`src/rtl/led_pattern_drive.sv`:
```
// led_pattern_drive: selectable LED pattern driver (off/blink/run/ping-pong) stepping every P_LED_CNT enabled clocks.
// Define LED_PWM_EN to add the i_duty port and a free-running PWM brightness gate.
module led_pattern_drive #(
  parameter int P_LED_NUMBER = 4,
  parameter int P_LED_CNT    = 5000,
  parameter int P_LED_ON     = 1,
  parameter int P_PWM_W      = 4
) (
  input  logic                    i_clk,
  input  logic                    i_rst_n,
  input  logic                    i_en,
  input  logic [1:0]              i_mode,
`ifdef LED_PWM_EN
  input  logic [P_PWM_W-1:0]      i_duty,
`endif
  output logic [P_LED_NUMBER-1:0] o_led,
  output logic [1:0]              o_mode,
  output logic                    o_step
);
  localparam int N  = P_LED_NUMBER;
  localparam int CW = P_LED_CNT > 1 ? $clog2(P_LED_CNT) : 1;
  typedef enum logic [1:0] {OFF, BLINK, RUN, PING} mode_t;
  mode_t         mode, mode_nxt;
  logic [CW-1:0] cnt, cnt_nxt;
  logic [N-1:0]  pat, pat_nxt, adv, init, pp, gate, led_nxt;
  logic          dir, dir_nxt, tick, chg;
  assign o_mode = mode;
`ifdef LED_PWM_EN
  logic [P_PWM_W-1:0] pwm_cnt;
  always_ff @(posedge i_clk) begin
    if (!i_rst_n) pwm_cnt <= '0;
    else pwm_cnt <= pwm_cnt + 1'b1;
  end
  assign gate = {N{pwm_cnt < i_duty}};
`else
  assign gate = '1;
`endif
  // dir: 0 = moving toward bit N-1, 1 = moving toward bit 0
  always_comb begin
    tick     = i_en && cnt == CW'(P_LED_CNT - 1);
    cnt_nxt  = !i_en ? cnt : tick ? '0 : cnt + 1'b1;
    pp       = N == 1 ? pat : dir ? pat >> 1 : pat << 1;
    adv      = mode == BLINK ? ~pat : mode == RUN ? (pat << 1) | (pat >> (N - 1)) : mode == PING ? pp : '0;
    init     = i_mode == 2'd0 ? '0 : i_mode == 2'd1 ? '1 : N'(1);
    chg      = mode != mode_t'(i_mode);
    pat_nxt  = !tick ? pat : chg ? init : adv;
    dir_nxt  = !tick ? dir : chg ? 1'b0 : mode != PING ? dir : dir ? !pp[0] : pp[N-1];
    mode_nxt = tick ? mode_t'(i_mode) : mode;
    led_nxt  = P_LED_ON != 0 ? pat_nxt & gate : ~(pat_nxt & gate);
  end
  always_ff @(posedge i_clk) begin
    if (!i_rst_n) begin
      cnt    <= '0;
      pat    <= '0;
      mode   <= OFF;
      dir    <= 1'b0;
      o_step <= 1'b0;
      o_led  <= {N{P_LED_ON == 0}};
    end else begin
      cnt    <= cnt_nxt;
      pat    <= pat_nxt;
      mode   <= mode_nxt;
      dir    <= dir_nxt;
      o_step <= tick;
      o_led  <= led_nxt;
    end
  end
endmodule

```
`config.mk`:
```
export PLATFORM = sky130hd
export DESIGN_NAME = led_pattern_drive
export DESIGN_NICKNAME = d
export VERILOG_FILES = /design/src/rtl/led_pattern_drive.sv
export SDC_FILE = /design/constraint.sdc
export NUM_CORES = 1
export LEC_CHECK = 0
export CORE_UTILIZATION = 48
export CTS_CLUSTER_SIZE = 24
export DETAILED_ROUTE_END_ITERATION = 8
export PLACE_DENSITY = 0.73
export RECOVER_POWER = 25
export REMOVE_ABC_BUFFERS = 1
export SYNTH_ARGS = -nofsm -noshare
export SYNTH_HDL_FRONTEND = slang
export SYNTH_SLANG_ARGS = --single-unit
```
`constraint.sdc`:
```
create_clock -name i_clk -period 2 [get_ports i_clk]
set_clock_uncertainty 0.15 [all_clocks]
set_input_delay 0.5 -clock i_clk [delete_from_list [all_inputs] [get_ports i_clk]]
set_output_delay 0.5 -clock i_clk [all_outputs]
set_load 0.005 [all_outputs]
```
Word-level counts from Yosys, hierarchy flattened
Cells that the tools add are included.
{"block": "op_classes", "add_sub_neg": 1, "n_reduce_logical": 4, "bitwise": 2, "eq_ne": 8, "n_mux": 11}
{"op": "4-bit two-way mux", "n": 7}
{"op": "13-bit by 1-bit adder with 13-bit output (second input constant)", "n": 1}
{"op": "13-bit equality test (second input constant)", "n": 1}
{"op": "13-bit two-way mux", "n": 1}
{"op": "2-bit by 1-bit equality test with 1-bit output (second input constant)", "n": 2}
{"op": "2-bit equality test (second input constant)", "n": 2}
{"op": "2-bit inequality test (second input constant)", "n": 2}
{"op": "4-bit NOT", "n": 1}
{"op": "4-bit by 1-bit OR with 4-bit output", "n": 1}
{"op": "1-bit two-way mux", "n": 3}
{"op": "2-bit zero test", "n": 1}
{"op": "2-bit inequality test", "n": 1}
{"op": "2-bit AND reduction", "n": 1}
{"op": "1-bit logical AND", "n": 1}
{"op": "1-bit zero test", "n": 1}
{"block": "totals", "output_inout_bits": 7, "wordCells": 31, "inputBits": 5, "regBits": 21}

Longest topological paths before layout
Gate-level depths: netlist (run 1).
{"block": "logic_depth", "word_depth": 5, "depth_mapped": 6, "ltp_nobuf": 5}

Worst setup path before layout (run 1)
Ideal clock, no wire load.
{"block": "synth_timing", "kind": "register -> register", "start": "reg cnt[3]", "end": "reg pat[1]", "setup_time_ns": 0.119, "t_required_ns": 1.731, "t_arrival_ns": 1.631, "period_less_slack_ns": 1.899, "setup_slack_ns": 0.101, "stages_incl_launch_ff": 5, "path_cell_list": "dfxtp_1 -> or4b_4 -> nor4_1 -> o21ai_1 -> o221a_2"}
{"block": "synth_via", "elab_chain_len": 2}
{"element": "from (decl)", "line_no": "24", "text": "logic [CW-1:0] cnt, cnt_nxt;"}
{"element": "from (signal assigned)", "line_no": "60", "text": "cnt <= cnt_nxt;"}
{"element": "13-bit equality test", "line_no": "40", "text": "tick = i_en && cnt == CW'(P_LED_CNT - 1);"}
{"element": "1-bit logical AND", "line_no": "40"}
{"element": "to (signal assigned)", "line_no": "61", "text": "pat <= pat_nxt;"}
{"element": "to (decl)", "line_no": "25", "text": "logic [N-1:0] pat, pat_nxt, adv, init, pp, gate, led_nxt;"}
Every way passes these cells.
A chain may end at the register's enable or synchronous reset.

Worst setup path in the final report (run 1)
{"block": "layout_timing", "start": "in i_en", "end": "reg pat[3]"}
{"block": "layout_via", "elab_chain_len": 1}
{"element": "from (decl)", "line_no": "11", "text": "input logic i_en,"}
{"element": "1-bit logical AND", "line_no": "40"}
Every way passes these cells.

==> results of run 1 <==
## layout by cell type, fill, tap and decap left out, types with 3 or more instances in the layout
| master | Yosys | routed |
|---|---|---|
| sky130_fd_sc_hd__xor2_1 | 4 | 4 |
| sky130_fd_sc_hd__nand2b_1 | 4 | 4 |
| sky130_fd_sc_hd__nand2_1 | 12 | 12 |
| sky130_fd_sc_hd__nor2_1 | 20 | 20 |
| sky130_fd_sc_hd__buf_4 | 0 | 17 |
| sky130_fd_sc_hd__o221a_2 | 4 | 4 |
| sky130_fd_sc_hd__dfxtp_1 | 21 | 19 |
| sky130_fd_sc_hd__xnor2_1 | 9 | 9 |
| sky130_fd_sc_hd__clkbuf_4 | 0 | 3 |
| sky130_fd_sc_hd__clkdlybuf4s50_1 | 0 | 9 |
| sky130_fd_sc_hd__nor3_1 | 5 | 5 |
| sky130_fd_sc_hd__a21oi_1 | 4 | 4 |
| sky130_fd_sc_hd__nand4_1 | 8 | 8 |
## metrics by stage
step	hold slack, ns	worst slack (ns)
floorplan	0.316	-0.0836
global placement	0.332	-0.171
detailed placement	0.349	-0.289
CTS	0.362	0.0110
global route	0.396	0.00273
finish	0.358	0.0548
## final timing paths
path	slack, ns	endpoint	start	cells past startpoint
setup / recovery	0.05	pat[3]	i_en	7
hold / removal	0.36	cnt[0]	cnt[0]	2
setup reg to reg	0.07	dir	cnt[3]	5
hold reg to reg	0.36	cnt[0]	cnt[0]	2
## metal layers
| layer | up-vias | routed length [um] |
|---|---|---|
| li1 | 487 | - |
| met1 | 467 | 1120 |
| met2 | 23 | 1150 |
| met3 | 0 | 87 |
| met4 | 0 | 0 |
| met5 | - | 0 |
## cell type report
class                           count  share of cell area (%)
Timing Repair Buffer               29                    17.9
Inverter                            1                   0.278
Multi-Input combinational cell     93                    46.0
Clock buffer                        3                    1.67
Tap cell                           27                    2.50
Sequential cell                    21                    31.3
Clock inverter                      1                   0.370
## logic make-up after synthesis
group                      count (synthesis)  synth area share, %
AOI/OAI and AO/OA                         18                 14.2
xor gates and xnor gates                  13                 10.8
adders and majority gates                  1                 1.18
buffers and inverters                      6                 3.19
DFF                                       21                 39.8
muxes                                      2                 1.89
and+or+nand+nor                           59                 29.0
## flip-flops by register name, summed over array words and instances, names as in the netlist
signal,cells
cnt,13
o_step,1
dir,1
pat,4
o_mode,2
## cell usage after synthesis, drive strengths merged, types with 2 or more instances
cell type	count
nor2	20
o221a	4
a41o	2
a31oi	2
xnor2	9
xor2	4
mux2i	2
dfxtp	21
nor3	5
nand4	8
nand2	12
nor4	2
nand2b	4
o21ai	3
a21oi	4
nand3	2
buf	4
## worst min-delay path: stages, from the launching register on
cell and delay, ns:
sky130_fd_sc_hd__dfxtp_1 0.35, sky130_fd_sc_hd__nand2b_1 0.07, sky130_fd_sc_hd__a21oi_1 0.05
## report_power, final
part	switching [mW]	total (mW)	internal [mW]
Combinational	0.0215	0.0445	0.0229
Clock	0.127	0.202	0.0746
Sequential	0.00276	0.424	0.421
Total	0.151	0.670	0.519
## timing repair
item	4_1_cts	5_1_grt
hold buffers	0	0
buffers inserted	0	1
endpoints found under the setup margin	0	8
hold endpoints to repair	0	0
resized for setup	0	5
==> results.yml, run 1 <==
run_status:
  run_status: "completed"
global_routing:
  grt_antenna_before_repair: 0
  gr-usage-met1_pct: 28.0
  grt_pass1_wl_mm: 4.04
  globalRouteMet2Util_pct: 36.8
  grt.met3_usage_pct: 4.67
  grt_remaining_overflow: 0
  grt.total_usage_pct: 21.4
  grt_max_usage_layer: "met2"
  first_global_vias: 925
  maximum_number_of_pins_on_one_net_before_global_route_repair: 16
sta:
  finalSetupTns_ns: 0
  max_slew.worst_pin.slew_ns: 0.287
  unrepaired_setup_endpoints_after_global_routing: "no"
  max-slew-margin-rel_pct: 80.8
  final-max-slew-violation-count: 0
  period_needed_ns: 1.95
  post-route-period-util_pct: 97.3
  upper_clock_frequency_limit_ghz: 0.514
  final_hold_vios: 0
  report.final.setup_viol: 0
setup_path:
  path_cells: "clkdlybuf4s50_1 > nand4_1 > clkbuf_1 > nor4_4 > buf_4 > o21ai_2 > o221a_2"
  worst-setup-path-type: "input pin to flop"
  critical-path-top-delay-family: "buffers and inverters"
  timing.critical_path.buf_inv: 3
  cp_slowest_stage_delay_ns: 0.49
  cp-start-kind: "input pin"
  crit_path_end_kind: "flop"
  timing.critical_path.fanout_max: 3
  cp_slowest_cell: "sky130_fd_sc_hd__clkdlybuf4s50_1"
  cp_data_required_time_ns: 2.06
  critical_path_at_ns: 2.01
clock_network:
  clock_insertion_delay_worst_skew_ns: 0.30
  clk_pin_slew_ns: 0.12
  cts-buffers-inserted: 3
  htreeDepth: 1
  number_of_sinks_handled_by_clock_tree_synthesis: 21
  clock_tree.buffer_depth: 2
  tritoncts_clock_tree: "yes"
  ctsRootBufferMaster: "sky130_fd_sc_hd__clkbuf_4"
placement:
  postPlaceCellArea_um2: 1300
  dp_cells: 170
  globalplace.congestion: 0.830
  place_hpwl_mm: 1.78
  port-buffer-count: 11
pwr:
  power_dens_cells_nw_per_um2: 496
  total_leakage_power_nw: 0.470
  vdd_ir_drop_max_v: 0.000423
  report.power.total_uw: 670
die:
  design.die.area_um2: 2390
  core_um2: 2020
  dieHeight_um: 48.9
  fp.dieW_um: 48.9
  io_pins: 12
  placement_rows: 16
  initial_core_util_pct: 52.3
flow_run:
  cap_viol_max_count: 0
synthesis:
  synth_edf_count: 0
  synth_cell_types: 32
  synthesis.yosys.warnings: 0
  synth-async-reset-ratio_pct: 0
  synth_top_cells_by_area: "sky130_fd_sc_hd__dfxtp_1, sky130_fd_sc_hd__xnor2_1, sky130_fd_sc_hd__nor2_1"
  synth.ff_latch_count: 21
  syn_area_per_cell_um2: 8.81
  synth_ff_type: "sky130_fd_sc_hd__dfxtp_1"
  synth.top_cell.area_share_pct: 39.8
  synth_largest_area_cell: "sky130_fd_sc_hd__dfxtp_1"
  postSynthCellCount: 120
  sequential_area_share_after_synthesis_pct: 39.8
  synth.cell_area_um2: 1060
layout:
  drive_above_1_share_pct: 23.0
  final_nets: 155
  flow.area_growth_from_synthesis_pct: 27.8
  regArea_um2: 423
  n_fill_cell: 172
  layoutNonFillerInstCount: 175
  diodes: 0
  stdcell_area_um2: 1350
  final_core_utilization_pct: 66.8
  footprint_of_the_multi_input_gates_um2: 622
routing:
  drt_drc_violations_left: 0
  route.detailed.wl_per_inst_um: 13.4
  drt_first_iter_violations: 23
  via_count: 977
  viasPerCell: 5.58
  drt_pass1_iterations: 4
  antenna_violation_net_count_after_detailed_routing: 0
  drt-total-wl_mm: 2.35
min_path:
  holdCritPathClass: "flop to flop"
No activity file was read; power rests on OpenSTA's default activity.
==> run 2, diff against run 1 <==
CORE_UTILIZATION = 51   (was 48)
CTS_BUF_LIST = sky130_fd_sc_hd__clkbuf_8   (was unset)
PLACE_DENSITY = 0.76   (was 0.73)
==> results.yml, run 2 (synthesis gave the netlist of run 1 again) <==
placement:
  place_hpwl_mm: 1.74
  globalplace.congestion: 0.809
  port-buffer-count: 11
  dp_slack_ns: -0.240
sta:
  post-route-period-util_pct: 96.6
  final-max-slew-violation-count: 0
  max_slew.worst_pin.slew_ns: 0.257
  period_needed_ns: 1.93
  final_hold_vios: 0
  hold-worst-slack_ns: 0.359
  max-slew-margin-rel_pct: 82.8
  setup_ws_ns: 0.0677
  unrepaired_setup_endpoints_after_global_routing: "no"
  upper_clock_frequency_limit_ghz: 0.518
  report.final.setup_viol: 0
routing:
  drt_drc_violations_left: 0
  drt-total-wl_mm: 2.27
  route.detailed.wl_per_inst_um: 13.0
  drt_first_iter_violations: 19
  viasPerCell: 5.49
  antenna_violation_net_count_after_detailed_routing: 0
  drt_pass1_iterations: 4
  via_count: 955
die:
  placement_rows: 16
  initial_core_util_pct: 53.9
  design.die.area_um2: 2260
  io_pins: 12
  fp.dieW_um: 47.5
  core_um2: 1960
  dieHeight_um: 47.5
setup_path:
  timing.critical_path.fanout_max: 6
  critical_path_at_ns: 1.28
  cp_slowest_cell: "sky130_fd_sc_hd__clkdlybuf4s50_1"
  path_cells: "clkdlybuf4s50_1"
  cp_data_required_time_ns: 1.35
  worst-setup-path-type: "flop to output port"
  cp_slowest_stage_delay_ns: 0.55
  cp-start-kind: "flop"
  critical-path-top-delay-family: "buffers and inverters"
  timing.critical_path.buf_inv: 1
  crit_path_end_kind: "output port"
layout:
  footprint_of_the_multi_input_gates_um2: 603
  largest-register: "cnt"
  drive_above_1_share_pct: 20.4
  flow.area_growth_from_synthesis_pct: 27.5
  largest_register_ffs: 13
  mostFrequentLayoutCells: "sky130_fd_sc_hd__dfxtp_1, sky130_fd_sc_hd__nor2_1, sky130_fd_sc_hd__buf_4, sky130_fd_sc_hd__nand2_1, sky130_fd_sc_hd__xnor2_1"
  final_nets: 154
  final_common_cell: "sky130_fd_sc_hd__dfxtp_1"
  regArea_um2: 420
  diodes: 0
  n_fill_cell: 176
global_routing:
  grt_remaining_overflow: 0
  grt.total_usage_pct: 24.0
  grt_antenna_before_repair: 0
  grt_pass1_wl_mm: 3.77
  first_global_vias: 906
  maximum_number_of_pins_on_one_net_before_global_route_repair: 16
clock_network:
  clk_pin_slew_ns: 0.07
  cts-buffers-inserted: 3
  postCtsSetupBuffers: 0
  postCtsHoldBufs: 0
  clock_insertion_delay_worst_skew_ns: 0.26
  number_of_sinks_handled_by_clock_tree_synthesis: 21
  htreeDepth: 1
  ctsRootBufferMaster: "sky130_fd_sc_hd__clkbuf_8"
  cts_resized: 0
  tritoncts_clock_tree: "yes"
  clock_tree.buffer_depth: 2
flow_run:
  cap_viol_max_count: 0
pwr:
  total_leakage_power_nw: 0.493
  power_dens_cells_nw_per_um2: 549
  vdd_ir_drop_max_v: 0.000439
  report.power.total_uw: 740
min_path:
  holdCritPathClass: "flop to flop"
run_status:
  run_status: "completed"
[run 2: power breakdown]
group	total [mW]	internal [mW]	switching, mW
registers	0.424	0.421	0.00287
clock network	0.274	0.139	0.135
logic	0.0425	0.0221	0.0204
total	0.740	0.582	0.159
[run 2: stage by stage]
step                cells  setup TNS, ns  util [%]  cell area (um2)
floorplan             115         -0.848         -             1030
global placement      170          -1.77      66.2             1300
detailed placement    170          -2.38      66.2             1300
CTS                   174              0      68.6             1350
global route          174              0      68.7             1350
finish                174              0      68.7             1350
[run 2: final timing paths]
kind / startpoint / to / slack [ns] / cells past startpoint
setup / recovery: pat[2] / o_led[2] / 0.07 / 1
hold / removal: cnt[1] / cnt[1] / 0.36 / 2
setup reg to reg: cnt[3] / pat[1] / 0.10 / 5
hold reg to reg: cnt[1] / cnt[1] / 0.36 / 2
[run 2: layout make-up]
| class | count | area share [%] |
|---|---|---|
| tap | 27 | 2.51 |
| sequential | 21 | 31.2 |
| clock inverter | 1 | 0.371 |
| timing repair buffer | 28 | 17.8 |
| inverter | 1 | 0.279 |
| clock buffer | 3 | 3.06 |
| multi-input combinational | 93 | 44.8 |
[run 2: metal layers]
layer	track usage, %	routed length, um
met5	0	0
met2	43.0	1190
met4	15.0	36
met3	4.53	66
met1	25.9	975
==> run 3, diff against run 2 <==
ABC_AREA = 1   (was unset)
CORE_UTILIZATION = 52   (was 51)
PLACE_DENSITY = 0.77   (was 0.76)
==> results.yml, run 3 <==
layout:
  layoutNonFillerInstCount: 243
  final_nets: 222
  flow.area_growth_from_synthesis_pct: 17.8
  diodes: 0
  drive_above_1_share_pct: 10.2
  final_common_cell: "sky130_fd_sc_hd__nand2_1"
  mostFrequentLayoutCells: "sky130_fd_sc_hd__nand2_1, sky130_fd_sc_hd__nor2_1, sky130_fd_sc_hd__inv_1, sky130_fd_sc_hd__dfxtp_1, sky130_fd_sc_hd__nand3_1"
  largest_register_ffs: 13
  n_fill_cell: 193
  largest-register: "cnt"
synthesis:
  postSynthCellCount: 197
  synth.cell_area_um2: 1220
  synth_largest_area_cell: "sky130_fd_sc_hd__dfxtp_1"
  synth_edf_count: 0
  synth.top_cell.area_share_pct: 34.5
  synth_ff_type: "sky130_fd_sc_hd__dfxtp_1"
  most_frequent_cell_after_synthesis: "sky130_fd_sc_hd__nand2_1"
  synth_top_cells_by_area: "sky130_fd_sc_hd__dfxtp_1, sky130_fd_sc_hd__nand2_1, sky130_fd_sc_hd__nor2_1"
  synth_cell_types: 25
  syn_area_per_cell_um2: 6.18
  synth.cells.most_frequent: "sky130_fd_sc_hd__nand2_1, sky130_fd_sc_hd__nor2_1, sky130_fd_sc_hd__inv_1"
  synth-async-reset-ratio_pct: 0
  synthesis.yosys.warnings: 0
  synth.ff_latch_count: 21
  sequential_area_share_after_synthesis_pct: 34.5
clock_network:
  postCtsHoldBufs: 0
  clock_insertion_delay_worst_skew_ns: 0.26
  cts_resized: 0
  postCtsSetupBuffers: 0
  cts-buffers-inserted: 3
  tritoncts_clock_tree: "yes"
  htreeDepth: 1
  ctsRootBufferMaster: "sky130_fd_sc_hd__clkbuf_8"
  clk_pin_slew_ns: 0.08
  number_of_sinks_handled_by_clock_tree_synthesis: 21
  clock_tree.buffer_depth: 2
routing:
  viasPerCell: 5.10
  via_count: 1240
  drt_drc_violations_left: 0
  drt_first_iter_violations: 41
  antenna_violation_net_count_after_detailed_routing: 0
  drt-total-wl_mm: 2.75
  drt_pass1_iterations: 5
  route.detailed.wl_per_inst_um: 11.3
pwr:
  power_dens_cells_nw_per_um2: 516
  total_leakage_power_nw: 0.607
  vdd_ir_drop_max_v: 0.000463
  report.power.total_uw: 740
die:
  io_pins: 12
  fp.dieW_um: 50.4
  initial_core_util_pct: 55.0
  dieHeight_um: 50.4
  core_um2: 2210
  placement_rows: 17
  design.die.area_um2: 2540
sta:
  max-slew-margin-rel_pct: 79.6
  hold-worst-slack_ns: 0.362
  report.final.setup_viol: 0
  max_slew.worst_pin.slew_ns: 0.303
  final-max-slew-violation-count: 0
  setup_ws_ns: 0.122
  period_needed_ns: 1.88
  post-route-period-util_pct: 93.9
  unrepaired_setup_endpoints_after_global_routing: "no"
  upper_clock_frequency_limit_ghz: 0.533
  final_hold_vios: 0
run_status:
  run_status: "completed"
placement:
  port-buffer-count: 11
  place_hpwl_mm: 2.14
  dp_slack_ns: -0.0454
  dp_cells: 239
  globalplace.congestion: 0.909
setup_path:
  worstRegToRegCells: 8
  crit_path_end_kind: "output port"
  worst-r2r-setup-slack_ns: 0.39
  cp_slowest_stage_delay_ns: 0.54
  timing.critical_path.buf_inv: 1
  worst-setup-path-type: "flop to output port"
  cp_data_required_time_ns: 1.35
  cp-start-kind: "flop"
  path_cells: "clkdlybuf4s50_1"
  timing.critical_path.fanout_max: 5
  critical_path_at_ns: 1.23
  cp_slowest_cell: "sky130_fd_sc_hd__clkdlybuf4s50_1"
  critical_path_depth: 1
  critical-path-top-delay-family: "buffers and inverters"
global_routing:
  grt.total_usage_pct: 23.8
  grt_pass1_wl_mm: 4.74
  grt_remaining_overflow: 0
  grt_antenna_before_repair: 0
  first_global_vias: 1217
  maximum_number_of_pins_on_one_net_before_global_route_repair: 13
min_path:
  holdCritPathClass: "flop to flop"
  min_path_cells: 2
flow_run:
  cap_viol_max_count: 0
-- run 3: changes by cell type after synthesis, moves of 5 or more --
cell,before,now
sky130_fd_sc_hd__inv_1,1,23
sky130_fd_sc_hd__inv_2,0,5
sky130_fd_sc_hd__nand2_1,12,55
sky130_fd_sc_hd__nand3_1,2,17
sky130_fd_sc_hd__nand4_1,8,1
sky130_fd_sc_hd__nor2_1,20,38
sky130_fd_sc_hd__o21ai_1,1,8
sky130_fd_sc_hd__xnor2_1,9,0
-- run 3: final timing paths --
| check | to | start |
|---|---|---|
| max | o_led[0] | pat[0] |
| min | cnt[1] | cnt[1] |
| max reg2reg | pat[2] | cnt[0] |
| min reg2reg | cnt[1] | cnt[1] |
-- run 3: final cells by class --
cell class,count,area [um2],share of cell area (%)
Tap cell,28,35.0,2.44
Timing Repair Buffer,15,140,9.77
Inverter,28,105,7.33
Multi-Input combinational cell,147,687,47.9
Clock buffer,3,41.3,2.88
Clock inverter,1,5.00,0.349
Sequential cell,21,420,29.3
-- run 3: per-stage QoR --
step                utilization [%]  TNS (ns)  cell area [um2]
floorplan                         -         0             1210
global placement               62.7   -0.0115             1390
detailed placement             62.7   -0.0929             1390
CTS                            64.8         0             1430
global route                   64.8         0             1430
finish                         64.8         0             1430
-- run 3: layer usage --
metal | share of wire [%] | track usage [%] | vias to the layer above | routed length, um
met5 | 0 | 0 | - | 0
met4 | 0.54 | 9.26 | 0 | 15
met3 | 3.1 | 3.33 | 2 | 84
met2 | 53 | 46.9 | 29 | 1450
met1 | 44 | 24.6 | 554 | 1210
li1 | - | - | 655 | -
-- run 3: power by group --
part           internal [mW]  switching [mW]  leakage (nW)  total (mW)
clock network          0.138           0.132        0.0255       0.270
logic                 0.0186          0.0265         0.412      0.0451
registers              0.421         0.00319         0.169       0.425
-- run 3: kinds of logic after synthesis --
family / after synthesis / share of synthesized area [%]
buffers and inverters: 29 / 9.04
DFF: 21 / 34.5
AOI/OAI and AO/OA: 15 / 6.58
and+or+nand+nor: 130 / 48.1
xor gates and xnor gates: 1 / 0.720
adders and majority gates: 1 / 1.03
